--- config.mk ---
export PLATFORM = sky130hd
export DESIGN_NAME = multicycle_control_unit
export DESIGN_NICKNAME = d
export VERILOG_FILES = /design/src/rtl/multicycle_control_unit_pkg.sv /design/src/rtl/multicycle_control_unit_decoder.sv /design/src/rtl/multicycle_control_unit.sv
export SDC_FILE = /design/constraint.sdc
export NUM_CORES = 1
export LEC_CHECK = 0
export CELL_PAD_IN_SITES_DETAIL_PLACEMENT = 0
export CELL_PAD_IN_SITES_GLOBAL_PLACEMENT = 1
export CORE_ASPECT_RATIO = 0.7
export CORE_MARGIN = 2
export CORE_UTILIZATION = 25
export DETAILED_ROUTE_END_ITERATION = 16
export GPL_TIMING_DRIVEN = 0
export PLACE_DENSITY = 0.81
export SYNTH_ARGS = -nofsm -noshare
export SYNTH_HDL_FRONTEND = slang
export SYNTH_SLANG_ARGS = --single-unit
--- constraint.sdc ---
create_clock -name clk -period 2.2 [get_ports clk]
set_clock_uncertainty 0.05 [all_clocks]
set_input_delay 0.44 -clock clk [delete_from_list [all_inputs] [get_ports clk]]
set_output_delay 0.44 -clock clk [all_outputs]
set_load 0.05 [all_outputs]
--- src/rtl/multicycle_control_unit_pkg.sv ---
// -----------------------------------------------------------------------------
// multicycle_control_unit_pkg
// Shared encodings for the multi-cycle RV32I control path: FSM state codes,
// RV32I major opcodes, datapath select constants and the ALU-op-signal values
// that ALUControlUnit consumes. The datapath and ALUControlUnit import this
// package, so every block agrees on the same values.
//
// Configuration macro: MCU_ECALL_HALT_EN adds the HALT state encoding.
// -----------------------------------------------------------------------------
package multicycle_control_unit_pkg;

  typedef enum logic [2:0] {
    ST_IF    = 3'd0,
    ST_ID    = 3'd1,
    ST_EX    = 3'd2,
    ST_MEM   = 3'd3,
    ST_WB    = 3'd4,
`ifdef MCU_ECALL_HALT_EN
    ST_PCINC = 3'd5,
    ST_HALT  = 3'd6
`else
    ST_PCINC = 3'd5
`endif
  } state_t;

  // RV32I major opcodes (IR[6:0])
  localparam logic [6:0] OP_RTYPE  = 7'b0110011;
  localparam logic [6:0] OP_ITYPE  = 7'b0010011;
  localparam logic [6:0] OP_LOAD   = 7'b0000011;
  localparam logic [6:0] OP_STORE  = 7'b0100011;
  localparam logic [6:0] OP_BRANCH = 7'b1100011;
  localparam logic [6:0] OP_JAL    = 7'b1101111;
  localparam logic [6:0] OP_JALR   = 7'b1100111;
  localparam logic [6:0] OP_ECALL  = 7'b1110011;

  // ALU operand B select
  localparam logic [1:0] ALU_SRC_B_REG  = 2'b00;
  localparam logic [1:0] ALU_SRC_B_FOUR = 2'b01;
  localparam logic [1:0] ALU_SRC_B_IMM  = 2'b10;

  // ALU operand A select
  localparam logic ALU_SRC_A_PC  = 1'b0;
  localparam logic ALU_SRC_A_REG = 1'b1;

  // Next-PC select
  localparam logic PC_SRC_ALU    = 1'b0;
  localparam logic PC_SRC_ALUOUT = 1'b1;

  // ALU-op-signal interface towards ALUControlUnit
  localparam logic OP_SIG_ADD = 1'b0;
  localparam logic OP_SIG_ALU = 1'b1;

  typedef struct packed {
    logic       alu_op_sig;
    logic       alu_src_a;
    logic [1:0] alu_src_b;
    logic       i_or_d;
    logic       mem_read;
    logic       mem_write;
    logic       ir_write;
    logic       mem_to_reg;
    logic       write_enable;
    logic       pc_write;
    logic       pc_source;
    logic       is_halted;
  } ctrl_t;

  // Opcodes that get an EX state; everything else is skipped via PCINC.
  function automatic logic opcode_has_ex(input logic [6:0] op);
    return (op == OP_RTYPE)  || (op == OP_ITYPE) || (op == OP_LOAD) ||
           (op == OP_STORE)  || (op == OP_BRANCH) || (op == OP_JAL) ||
           (op == OP_JALR);
  endfunction

endpackage

--- src/rtl/multicycle_control_unit_decoder.sv ---
// -----------------------------------------------------------------------------
// control_output_decoder
// Purely combinational decode of the current FSM state (plus opcode,
// mem_ready and alu_bcond) into every datapath strobe and select.
// Any output not explicitly driven for a state stays 0.
//
// Ports:
//   state     in  current FSM state
//   opcode    in  IR[6:0]
//   mem_ready in  memory completes the current access this cycle
//   alu_bcond in  branch condition from the ALU
//   ctrl      out all control strobes/selects
//
// Configuration macro: MCU_ECALL_HALT_EN adds decode of the HALT state.
// -----------------------------------------------------------------------------
module control_output_decoder
  import multicycle_control_unit_pkg::*;
(
  input  state_t     state,
  input  logic [6:0] opcode,
  input  logic       mem_ready,
  input  logic       alu_bcond,
  output ctrl_t      ctrl
);

  always_comb begin
    ctrl = '0;
    case (state)
      ST_IF: begin
        ctrl.mem_read = 1'b1;
        ctrl.i_or_d   = 1'b0;
        ctrl.ir_write = mem_ready;
      end

      // ALUOut <= PC + imm, used later as the JAL/branch target
      ST_ID: begin
        ctrl.alu_src_a  = ALU_SRC_A_PC;
        ctrl.alu_src_b  = ALU_SRC_B_IMM;
        ctrl.alu_op_sig = OP_SIG_ADD;
      end

      ST_EX: begin
        case (opcode)
          OP_RTYPE: begin
            ctrl.alu_src_a  = ALU_SRC_A_REG;
            ctrl.alu_src_b  = ALU_SRC_B_REG;
            ctrl.alu_op_sig = OP_SIG_ALU;
          end
          OP_ITYPE: begin
            ctrl.alu_src_a  = ALU_SRC_A_REG;
            ctrl.alu_src_b  = ALU_SRC_B_IMM;
            ctrl.alu_op_sig = OP_SIG_ALU;
          end
          OP_LOAD, OP_STORE: begin
            ctrl.alu_src_a  = ALU_SRC_A_REG;
            ctrl.alu_src_b  = ALU_SRC_B_IMM;
            ctrl.alu_op_sig = OP_SIG_ADD;
          end
          OP_BRANCH: begin
            ctrl.alu_src_a  = ALU_SRC_A_REG;
            ctrl.alu_src_b  = ALU_SRC_B_REG;
            ctrl.alu_op_sig = OP_SIG_ALU;
            if (alu_bcond) begin
              ctrl.pc_write  = 1'b1;
              ctrl.pc_source = PC_SRC_ALUOUT;
            end
          end
          // Link value PC+4 goes to ALUOut; the jump target was latched in ID
          OP_JAL: begin
            ctrl.alu_src_a  = ALU_SRC_A_PC;
            ctrl.alu_src_b  = ALU_SRC_B_FOUR;
            ctrl.alu_op_sig = OP_SIG_ADD;
            ctrl.pc_write   = 1'b1;
            ctrl.pc_source  = PC_SRC_ALUOUT;
          end
          OP_JALR: begin
            ctrl.alu_src_a  = ALU_SRC_A_PC;
            ctrl.alu_src_b  = ALU_SRC_B_FOUR;
            ctrl.alu_op_sig = OP_SIG_ADD;
          end
          default: ;
        endcase
      end

      ST_MEM: begin
        ctrl.i_or_d    = 1'b1;
        ctrl.mem_read  = (opcode == OP_LOAD);
        ctrl.mem_write = (opcode == OP_STORE);
      end

      ST_WB: begin
        ctrl.write_enable = 1'b1;
        ctrl.mem_to_reg   = (opcode == OP_LOAD);
        case (opcode)
          OP_RTYPE, OP_ITYPE, OP_LOAD: begin
            ctrl.alu_src_a  = ALU_SRC_A_PC;
            ctrl.alu_src_b  = ALU_SRC_B_FOUR;
            ctrl.alu_op_sig = OP_SIG_ADD;
            ctrl.pc_write   = 1'b1;
            ctrl.pc_source  = PC_SRC_ALU;
          end
          // JALR target A+imm goes straight from the ALU into PC
          OP_JALR: begin
            ctrl.alu_src_a  = ALU_SRC_A_REG;
            ctrl.alu_src_b  = ALU_SRC_B_IMM;
            ctrl.alu_op_sig = OP_SIG_ADD;
            ctrl.pc_write   = 1'b1;
            ctrl.pc_source  = PC_SRC_ALU;
          end
          default: ;
        endcase
      end

      ST_PCINC: begin
        ctrl.alu_src_a  = ALU_SRC_A_PC;
        ctrl.alu_src_b  = ALU_SRC_B_FOUR;
        ctrl.alu_op_sig = OP_SIG_ADD;
        ctrl.pc_write   = 1'b1;
        ctrl.pc_source  = PC_SRC_ALU;
      end

`ifdef MCU_ECALL_HALT_EN
      ST_HALT: begin
        ctrl.is_halted = 1'b1;
      end
`endif

      default: ;
    endcase
  end

endmodule

--- src/rtl/multicycle_control_unit.sv ---
// -----------------------------------------------------------------------------
// multicycle_control_unit
// Main control FSM of the multi-cycle RV32I CPU. Holds the state register and
// next-state logic; strobes are decoded combinationally by
// control_output_decoder and forced to 0 while reset is asserted.
//
//   state | meaning
//   ------+------------------------------------------------------------
//   IF    | fetch: read mem[PC], load IR when mem_ready
//   ID    | decode: ALUOut <= PC + imm
//   EX    | execute by opcode (ALU op, address calc, branch, jump link)
//   MEM   | data access at ALUOut, held until mem_ready
//   WB    | register write-back and PC update
//   PCINC | PC <= PC + 4 for instructions without a WB-side PC update
//   HALT  | terminal, is_halted=1 (only with MCU_ECALL_HALT_EN)
//
// Ports:
//   clk          in  system clock, rising edge
//   reset        in  asynchronous active-low reset
//   opcode[6:0]  in  IR[6:0], valid from ID onward
//   mem_ready    in  memory completes current access this cycle
//   alu_bcond    in  branch condition (sampled in EX for BRANCH)
//   x17_is_10    in  x17 == 10 (sampled in ID for ECALL)
//   alu_op_sig   out 0 = forced ADD, 1 = instruction-decoded op
//   alu_src_a    out 0 = PC, 1 = register A
//   alu_src_b    out 00 = register B, 01 = 4, 10 = immediate
//   i_or_d       out memory address 0 = PC, 1 = ALUOut
//   mem_read     out memory read strobe
//   mem_write    out memory write strobe
//   ir_write     out load IR
//   mem_to_reg   out write-back data 1 = MDR, 0 = ALUOut
//   write_enable out register file write
//   pc_write     out PC update
//   pc_source    out next PC 0 = ALU result, 1 = ALUOut
//   is_halted    out sticky halt flag
//
// Configuration macro: MCU_ECALL_HALT_EN -- ECALL with x17==10 enters HALT.
// When undefined there is no HALT state and is_halted stays 0.
// -----------------------------------------------------------------------------
module multicycle_control_unit
  import multicycle_control_unit_pkg::*;
(
  input  logic       clk,
  input  logic       reset,
  input  logic [6:0] opcode,
  input  logic       mem_ready,
  input  logic       alu_bcond,
  input  logic       x17_is_10,
  output logic       alu_op_sig,
  output logic       alu_src_a,
  output logic [1:0] alu_src_b,
  output logic       i_or_d,
  output logic       mem_read,
  output logic       mem_write,
  output logic       ir_write,
  output logic       mem_to_reg,
  output logic       write_enable,
  output logic       pc_write,
  output logic       pc_source,
  output logic       is_halted
);

  state_t state;
  ctrl_t  ctrl_dec;
  ctrl_t  ctrl_out;

`ifndef MCU_ECALL_HALT_EN
  logic unused_x17;
  assign unused_x17 = x17_is_10;
`endif

  always_ff @(posedge clk or negedge reset) begin
    if (!reset) begin
      state <= ST_IF;
    end else begin
      case (state)
        ST_IF: begin
          if (mem_ready) state <= ST_ID;
        end

        ST_ID: begin
          if (opcode == OP_ECALL) begin
`ifdef MCU_ECALL_HALT_EN
            state <= x17_is_10 ? ST_HALT : ST_PCINC;
`else
            state <= ST_PCINC;
`endif
          end else if (opcode_has_ex(opcode)) begin
            state <= ST_EX;
          end else begin
            state <= ST_PCINC;
          end
        end

        ST_EX: begin
          case (opcode)
            OP_RTYPE, OP_ITYPE, OP_JAL, OP_JALR: state <= ST_WB;
            OP_LOAD, OP_STORE:                   state <= ST_MEM;
            OP_BRANCH: state <= alu_bcond ? ST_IF : ST_PCINC;
            default:                             state <= ST_IF;
          endcase
        end

        ST_MEM: begin
          if (mem_ready) state <= (opcode == OP_LOAD) ? ST_WB : ST_PCINC;
        end

        ST_WB:    state <= ST_IF;
        ST_PCINC: state <= ST_IF;

`ifdef MCU_ECALL_HALT_EN
        ST_HALT:  state <= ST_HALT;
`endif

        default:  state <= ST_IF;
      endcase
    end
  end

  control_output_decoder u_decoder (
    .state     (state),
    .opcode    (opcode),
    .mem_ready (mem_ready),
    .alu_bcond (alu_bcond),
    .ctrl      (ctrl_dec)
  );

  // Reset gates outputs combinationally so an in-flight access (including the
  // IF fetch strobe) drops in the same cycle reset is pulled low.
  assign ctrl_out = reset ? ctrl_dec : '0;

  assign alu_op_sig   = ctrl_out.alu_op_sig;
  assign alu_src_a    = ctrl_out.alu_src_a;
  assign alu_src_b    = ctrl_out.alu_src_b;
  assign i_or_d       = ctrl_out.i_or_d;
  assign mem_read     = ctrl_out.mem_read;
  assign mem_write    = ctrl_out.mem_write;
  assign ir_write     = ctrl_out.ir_write;
  assign mem_to_reg   = ctrl_out.mem_to_reg;
  assign write_enable = ctrl_out.write_enable;
  assign pc_write     = ctrl_out.pc_write;
  assign pc_source    = ctrl_out.pc_source;
  assign is_halted    = ctrl_out.is_halted;

endmodule

==> out/qor.csv <==
metric;value;unit
Clock Tree Root;clkbuf_4;
die area;2290;um^2
row cnt;13;
Rel. slew slack;0.664;
CTS tree;done;
cell area after layout;987;um^2
worst-skew pair later-pin latency;230;ps
Starting Density;0.261;
Clock Power Share;0.150;
Hold Vio Cnt, Final;0;
Post-Synthesis Cells;66;
max reg flops;3;
met1 wire length;905;um
Synth Cell Area;480;um^2
fmax;413;MHz
combinational group share of total power;0.715;
required time worst endpoint;1710;ps
GPL Wtd Cong;0.777;
antenna cell count;0;
Die Ht;40.7;um
Routed WL;1860;um
met2 wire len;864;um
drt initial violations;20;
Reg clk slew, reported paths;40;ps
PortBufs;22;
clock buffer depth;2;
failing checks;negative setup slack;
Die X;56.4;um
CTS Buf Count;3;
highest routed layer;met4;
Int Pwr;0.321;mW
Synth Warn #;0;
Top reg by flops;state;
Worst Slack Setup Final;-223;ps
Synth cell types;35;
clock sink count;3;
part of the cycle the worst path needs;1.10;
WL/cell;15.1;um
DRC violations left;0;
Hold WS;105;ps
Cell Area, Placed;805;um^2
switching share of power;0.487;
total congestion overflow;0;
P_leak;0.378;nW
sequential element share of the synthesized area;0.156;
Max-Cap Viols;0;
global-route wire length before repair;3020;um
Syn Area/Cell;7.28;um^2
Pre-antenna DRT Iters;4;
post-synth net total;78;
PwrDens;633;nW/um^2
placed insts;110;
Post-synth top flop;dfrtp_1;
EDFF count, synth;0;
final period demand of the worst path;2420;ps
Yosys reg bits;3;
Min-Delay Path Class;in2async;
NumNets Final;114;
dpl ws;-1480;ps
proportion of layout cells with a drive suffix above 1;0.614;
Final Max Tran Viols;0;
ys async rst share;1.00;
status;finished, violations left;
maximum vdd drop;0.381;mV
RSZ-0062 raised after global routing;yes;
core area;1840;um^2
htree depth;1;
crit-path max FO;3;
# IOs;25;
Psw;0.304;mW
initial antenna violation count;0;
largest net degree at the start of global routing;11;
metal3 WL;71;um
detailed-route via count;651;
Largest regs;state: 3 flops;
Setup-failing EPs final;6;
nature of the critical path startpoint;flip-flop;
sequential power share;0.134;
hpwl dp;1220;um
Crit Path Category;reg2out;
Area Overhead vs Synth;105;%
WP data arrival;1930;ps
Via density;5.29;
vias in the first global route;675;
actual slew at the worst max-slew pin;491;ps
Final ANT Viol Nets;0;
CP endpoint kind;output pin;
gr usage total;0.177;
fin cells;123;
[metrics by stage]
step	power, mW	setup TNS (ps)	util
CTS	0.607	-1150	0.530
finish	0.625	-961	0.537
global route	0.665	-1300	0.537
global placement	0.452	-12660	0.438
floorplan	0.346	-1980	-
detailed placement	0.453	-12630	0.438
[power by group through the flow]
stage          clock (mW)  combinational, mW  sequential [mW]
2_1_floorplan           0              0.257           0.0887
3_3_place_gp            0              0.358           0.0939
3_5_place_dp            0              0.359           0.0941
4_1_cts            0.0972              0.428           0.0821
5_1_grt             0.105              0.473           0.0868
6_report           0.0940              0.447           0.0839
[worst paths after layout]
kind | start | endpoint | slack, ps | cells after the start
max | state[2]$_DFFE_PN0P_ | pc_write | -220 | 4
min | reset | state[0]$_DFFE_PN0P_ | 100 | 1
max reg2reg | state[1]$_DFFE_PN0P_ | state[0]$_DFFE_PN0P_ | 620 | 5
min reg2reg | state[2]$_DFFE_PN0P_ | state[0]$_DFFE_PN0P_ | 590 | 2
max in group asynchronous | reset | state[1]$_DFFE_PN0P_ | 1790 | 1
min in group clk | opcode[4] | state[1]$_DFFE_PN0P_ | 560 | 3
[layout by cell type (no fill, tap or decap), drive strengths merged, types with 3 or more instances in the layout]
master / count
or2: 4
nand2b: 6
buf: 28
clkbuf: 7
dfrtp: 3
nand2: 4
a2111oi: 3
a21oi: 7
[worst max-delay path, stage by stage (launching register included)]
cell	delay, ps
dfrtp_1	370
or3b_4	420
or4_4	530
a31oi_4	210
buf_6	180
[area by class of cell]
type	instances	area, um^2
Inverter	2	7.51
Multi-Input combinational cell	57	546
Buffer	2	12.5
Clock buffer	4	26.3
Sequential cell	3	75.1
Fill cell	174	851
Tap cell	22	27.5
Timing Repair Buffer	33	293
[Yosys cell counts (2+ instances only)]
master	instances	area, um^2
nor3b_1	2	15.0
buf_4	2	15.0
nand2_1	4	15.0
dfrtp_1	3	75.1
or4_4	2	22.5
nor4b_1	2	17.5
a21o_1	2	15.0
or2_2	3	18.8
nor3_1	2	10.0
a2111oi_0	3	26.3
nand3_1	2	10.0
inv_1	2	7.51
nor4_1	2	12.5
o32ai_1	2	17.5
nand2b_1	6	37.5
a21oi_1	7	35.0
nor2_1	2	7.51
[per-layer routing]
metal,track usage,vias up
li1,-,324
met4,0.0714,0
met5,0,-
met3,0.0158,2
met1,0.218,308
met2,0.338,17
[logic make-up (layout without fill, tap and decap cells)]
logic type,Yosys count,after routing,synth area share
AO/OA/AOI/OAI,21,21,0.300
AND/OR/NAND/NOR,35,35,0.471
flip-flops,3,3,0.156
other,1,1,0.00781
buffers and inverters,6,41,0.0651
[what timing repair did]
item,in CTS,in global routing
hold buffers,0,0
buffers inserted,10,2
pin swaps,12,7
endpoints found under the setup margin,12,10
gates resized for setup,125,12
No activity file was read; power rests on OpenSTA's default activity.
